<file path="config.mk">
export PLATFORM = sky130hd
export DESIGN_NAME = alu_exec_unit
export DESIGN_NICKNAME = d
export VERILOG_FILES = /design/src/rtl/alu_exec_unit.sv
export SDC_FILE = /design/constraint.sdc
export NUM_CORES = 2
export LEC_CHECK = 0
export CAP_MARGIN = 30
export CELL_PAD_IN_SITES_DETAIL_PLACEMENT = 1
export CELL_PAD_IN_SITES_GLOBAL_PLACEMENT = 1
export CORE_ASPECT_RATIO = 1.75
export CORE_MARGIN = 1
export CORE_UTILIZATION = 40
export CTS_BUF_LIST = sky130_fd_sc_hd__clkbuf_4 sky130_fd_sc_hd__clkbuf_8 sky130_fd_sc_hd__clkbuf_16
export CTS_CLUSTER_DIAMETER = 100
export DETAILED_ROUTE_END_ITERATION = 7
export PLACE_DENSITY = 0.86
export SLEW_MARGIN = 20
export SYNTH_ARGS = -nofsm -noshare
export SYNTH_HDL_FRONTEND = slang
export SYNTH_SLANG_ARGS = --single-unit
</file>
<file path="constraint.sdc">
create_clock -name clk -period 12.1 [get_ports clk]
set_clock_uncertainty 0.15 [all_clocks]
set_input_delay 1.815 -clock clk [delete_from_list [all_inputs] [get_ports clk]]
set_output_delay 1.815 -clock clk [all_outputs]
set_load 0.01 [all_outputs]
</file>
<file path="src/rtl/alu_exec_unit.sv">
// Execute-stage ALU: single-cycle logic/arith/shift/compare ops plus an
// iterative shift-add multiplier with HI/LO multiply-accumulate.
module alu_exec_unit #(
  parameter int WIDTH = 32,
  localparam int SHW = $clog2(WIDTH)
) (
  input  logic             clk,
  input  logic             rst,
  input  logic             in_valid,
  output logic             in_ready,
  input  logic [3:0]       alu_ctrl,
  input  logic [1:0]       md_op,
  input  logic [WIDTH-1:0] a,
  input  logic [WIDTH-1:0] b,
  input  logic [SHW-1:0]   shamt,
  input  logic             flush,
  output logic             out_valid,
  output logic [WIDTH-1:0] result,
  output logic             zero,
  output logic [WIDTH-1:0] hi,
  output logic [WIDTH-1:0] lo,
  output logic             busy
);

  localparam logic [3:0] OP_AND = 4'b0000;
  localparam logic [3:0] OP_OR  = 4'b0001;
  localparam logic [3:0] OP_ADD = 4'b0010;
  localparam logic [3:0] OP_MUL = 4'b0011;
  localparam logic [3:0] OP_XOR = 4'b0100;
  localparam logic [3:0] OP_SRL = 4'b0101;
  localparam logic [3:0] OP_SUB = 4'b0110;
  localparam logic [3:0] OP_SRA = 4'b0111;
  localparam logic [3:0] OP_SLL = 4'b1000;
  localparam logic [3:0] OP_SLT = 4'b1010;
  localparam logic [3:0] OP_SEQ = 4'b1011;
  localparam logic [3:0] OP_NOT = 4'b1100;

  typedef enum logic [1:0] {
    IDLE,
    MUL,
    FIX,
    WB
  } state_t;

  state_t             state;
  logic [SHW-1:0]     count;
  logic [2*WIDTH-1:0] prod;
  logic [WIDTH-1:0]   op_a;
  logic [WIDTH-1:0]   op_b;
  logic               sgn;
  logic               acc;

  logic               accept;
  logic               mul_req;
  logic [WIDTH-1:0]   alu_res;
  logic [WIDTH:0]     step_sum;
  logic [WIDTH-1:0]   corr;
  logic [2*WIDTH-1:0] acc_sum;

  assign busy     = (state != IDLE);
  assign in_ready = ~busy;
  assign zero     = (result == '0);
  assign accept   = in_valid & in_ready & ~flush;
  assign mul_req  = md_op[1] | (alu_ctrl == OP_MUL);

  always_comb begin
    alu_res = '0;
    unique case (alu_ctrl)
      OP_AND:  alu_res = a & b;
      OP_OR:   alu_res = a | b;
      OP_ADD:  alu_res = a + b;
      OP_SUB:  alu_res = a - b;
      OP_XOR:  alu_res = a ^ b;
      OP_SRL:  alu_res = b >> shamt;
      OP_SRA:  alu_res = $signed(b) >>> shamt;
      OP_SLL:  alu_res = b << shamt;
      OP_SLT:  alu_res = {{(WIDTH-1){1'b0}}, $signed(a) < $signed(b)};
      OP_SEQ:  alu_res = {{(WIDTH-1){1'b0}}, a == b};
      OP_NOT:  alu_res = ~a;
      default: alu_res = '0;
    endcase
  end

  // Unsigned shift-add step; signed operands are corrected in FIX by
  // subtracting the sign-bit weighted cross terms from the upper half.
  assign step_sum = {1'b0, prod[2*WIDTH-1:WIDTH]}
                  + {1'b0, (prod[0] ? op_a : {WIDTH{1'b0}})};
  assign corr     = (op_a[WIDTH-1] ? op_b : {WIDTH{1'b0}})
                  + (op_b[WIDTH-1] ? op_a : {WIDTH{1'b0}});
  assign acc_sum  = {hi, lo} + prod;

  always_ff @(posedge clk) begin
    if (rst) begin
      state     <= IDLE;
      count     <= '0;
      prod      <= '0;
      op_a      <= '0;
      op_b      <= '0;
      sgn       <= 1'b0;
      acc       <= 1'b0;
      result    <= '0;
      hi        <= '0;
      lo        <= '0;
      out_valid <= 1'b0;
    end else begin
      out_valid <= 1'b0;
      if (flush && state != IDLE) begin
        state <= IDLE;
        count <= '0;
      end else begin
        unique case (state)
          IDLE: begin
            if (accept && mul_req) begin
              op_a  <= a;
              op_b  <= b;
              prod  <= {{WIDTH{1'b0}}, b};
              count <= '0;
              sgn   <= (md_op != 2'b11);
              acc   <= md_op[1];
              state <= MUL;
            end else if (accept) begin
              result    <= alu_res;
              out_valid <= 1'b1;
            end
          end
          MUL: begin
            prod  <= {step_sum, prod[WIDTH-1:1]};
            count <= count + 1'b1;
            if (count == SHW'(WIDTH-1)) begin
              count <= '0;
              state <= FIX;
            end
          end
          FIX: begin
            if (sgn)
              prod[2*WIDTH-1:WIDTH] <= prod[2*WIDTH-1:WIDTH] - corr;
            state <= WB;
          end
          WB: begin
            if (acc) begin
              hi     <= acc_sum[2*WIDTH-1:WIDTH];
              lo     <= acc_sum[WIDTH-1:0];
              result <= acc_sum[WIDTH-1:0];
            end else begin
              result <= prod[WIDTH-1:0];
            end
            out_valid <= 1'b1;
            state     <= IDLE;
          end
          default: state <= IDLE;
        endcase
      end
    end
  end

endmodule

</file>
==> metrics.txt <==
Worst EP arrival=6.30 ns; FP Rows=125; initial cell density of the core=~40%; Final setup viols=0; hold_sp=op_b[12]$_SDFFE_PP0P_; most frequent cells in the layout=485 x nand2_1, 386 x a21oi_1, 295 x nor2_1; MaxCap Viol Count=0; Reg-to-Reg End=prod[56]$_SDFFE_PP0P_; Synth area leaders=dfxtp_1 18%, ha_1 11%, a21oi_1 7.3%; Mapped Cells=~3,600; hold path endpoint=op_b[12]$_SDFFE_PP0P_; initial antenna violation count=8; Hold Fails Final Rpt=0; YS warnings=0; via count of the routed design=29,718; status=complete, no violations; Crit Reg-Reg Startpoint=prod[32]$_SDFFE_PP0P_; Final nets=4,010; post-CTS setup buffer count=0; core area=66,200 um2; Final Power=3100 uW; Yosys top cell by area=dfxtp_1; Worst Tran Pin Value=1.17 ns; share of layout cells above drive strength 1=7.19%; pwr dens=103 nW/um2; vias in the first global route=30,191; Resize count post-CTS=0; WHS Path Cells=2; CP startpoint kind=input pin; final worst path period need=5.96 ns; Crit Path Max Fanout=39; cts hold-fix bufs=0; Die W=197 um; first-pass GRT wire length=198,000 um; CP Capture Type=register; fin. max-slew vios=0; vias per inst=6.51; drc violations=0; Post-synth EDFFs=0; RSZ-0062 raised after global routing=no; # port buffers=approximately 180; Yosys cell types=103; Layout Area Growth over Synthesis=12.5%; pin count of the biggest net entering global routing=90; sequential fraction of the synthesis area=17.5%; CTS Buf Count=26; Worst Hold Margin=0.302 ns; most common cell after layout, fill and taps aside=nand2_1; I/O pin count=approximately 180; Hold Path Class=register to register; clk_lat worst skew=0.62 ns; remaining global-route overflow=0; final worst path period share=49.3%; Mapped Nets=3,974; Yosys reg bits=234; GPL Wtd Cong=1.05; TritonCTS clock tree=built; Static Leakage=around 0.012 uW; Setup Crit Path Kind=input pin to register; average size of a mapped cell=7.38 um2; Final Instance Area=30,000 um2; maximum clock frequency=168 MHz; Util after Layout=45.4%; routed wire length=about 140,000 um; Die Footprint=between 60,000 and 70,000 um2; antenna viol nets, final=0; dpl cell area=~29,000 um2; Vert. Die Dim=344 um; Setup TNS Final=0 ns; CTS clk-pin slew, worst paths=0.07 ns; slew margin rel.=22.2%; drt pass-1 iters=6; Top FF cell, synth=dfxtp_1; fraction of registers with async set or reset after synthesis=0%; drt first-iter violations=2,638; FF-to-FF setup slack=6.95 ns; routed len/inst=roughly 30 um; GRT Util Overall=39.7%; reg2reg path depth=17; placed wire-length estimate=101,000 um; CTS Sinks=234; Clock Tree Buf Depth=3; CTS H-tree depth=1; Root Buffer=clkbuf_16; Yosys top cell area share=17.5%; critical path required time=~12 ns; VDD IR max=0.101 mV; post-synthesis cell area=around 27,000 um2
## area by class of cell
cell class | instances | area (um2)
antenna | 6 | 15.0
clock buffer | 32 | 708
clock inverter | 16 | 224
fill | 8281 | 36100
inverter | 232 | 871
multi-input combinational | 2916 | 20200
sequential | 234 | 4680
tap | 889 | 1110
timing repair buffer | 243 | 2250
## power breakdown
| part | internal, uW | total (uW) | switching [uW] |
|---|---|---|---|
| Clock | 509 | 905 | 396 |
| Sequential | 833 | 931 | 97.9 |
| Combinational | 436 | 1270 | 832 |
## registers in the layout, summed over array words and instances, names as in the netlist
register,cells
acc,1
count,5
hi,32
lo,32
op_a,32
op_b,32
out_valid,1
prod,64
result,32
sgn,1
state,2
## worst max-delay path, cell delays in order
cell,delay (ns)
clkdlybuf4s50_1,0.45
buf_4,0.50
nor2_1,0.37
nand2_1,0.38
or2_2,0.18
buf_4,0.38
o221ai_1,0.19
a21oi_1,0.51
nand2_1,0.11
a221oi_1,0.92
o211ai_1,0.21
o21ai_1,0.13
nor2_1,0.06
## synth_stat cells (all sizes together) (9+ instances only)
cell type,count
nand4,21
mux2i,110
nand3,61
o221ai,16
a21o,80
a211oi,91
or3,16
a221oi,37
or2,11
o31a,10
o31ai,13
nor4,25
buf,64
a31oi,36
clkbuf,171
mux4,49
a21boi,9
ha,243
xor2,51
o2111ai,10
nor2,296
dfxtp,234
xnor2,73
o21bai,34
a21oi,395
mux2,29
o21a,29
nand2b,22
fa,35
a211o,15
a22oi,24
o211ai,32
o22ai,39
o21ai,212
nand2,486
and2,103
nor2b,25
and3,16
inv,230
nor3,71
## logic make-up after synthesis
family,Yosys count,share of synthesized area (%)
AOI/OAI and AO/OA,1151,28.0
and+or+nand+nor,1175,19.9
buffers and inverters,467,7.01
muxes,188,9.48
adders and majority gates,278,14.0
xor gates and xnor gates,124,4.07
DFF,234,17.5
## worst max-delay path by stage
stage	slack [ns]	to	startpoint	cells past startpoint
after floorplan	7.43	result[29]$_SDFFE_PP0P_	b[12]	14
after global placement	5.73	result[12]$_SDFFE_PP0P_	b[0]	14
after detailed placement	5.75	result[30]$_SDFFE_PP0P_	b[7]	14
after CTS	6.36	result[30]$_SDFFE_PP0P_	b[7]	14
after global routing	6.05	result[1]$_SDFFE_PP0P_	alu_ctrl[3]	13
final	6.14	result[1]$_SDFFE_PP0P_	alu_ctrl[3]	13
## routing by layer
metal / track usage (%) / up-vias / wire length [um]
met2: 65.8 / 1514 / 63500
met5: 0 / - / 0
met1: 39.6 / 14586 / 45400
met4: 40.4 / 0 / 16400
met3: 9.83 / 625 / 10200
li1: - / 12993 / -
## through the flow
stage          cells  setup WS, ns
6_report        4568          6.14
5_1_grt         4562          6.05
4_1_cts         4550          6.36
3_5_place_dp    4502          5.75
3_3_place_gp    4499          5.73
2_1_floorplan   3617          7.43
Note: power is estimated with default switching activity, not from simulation.
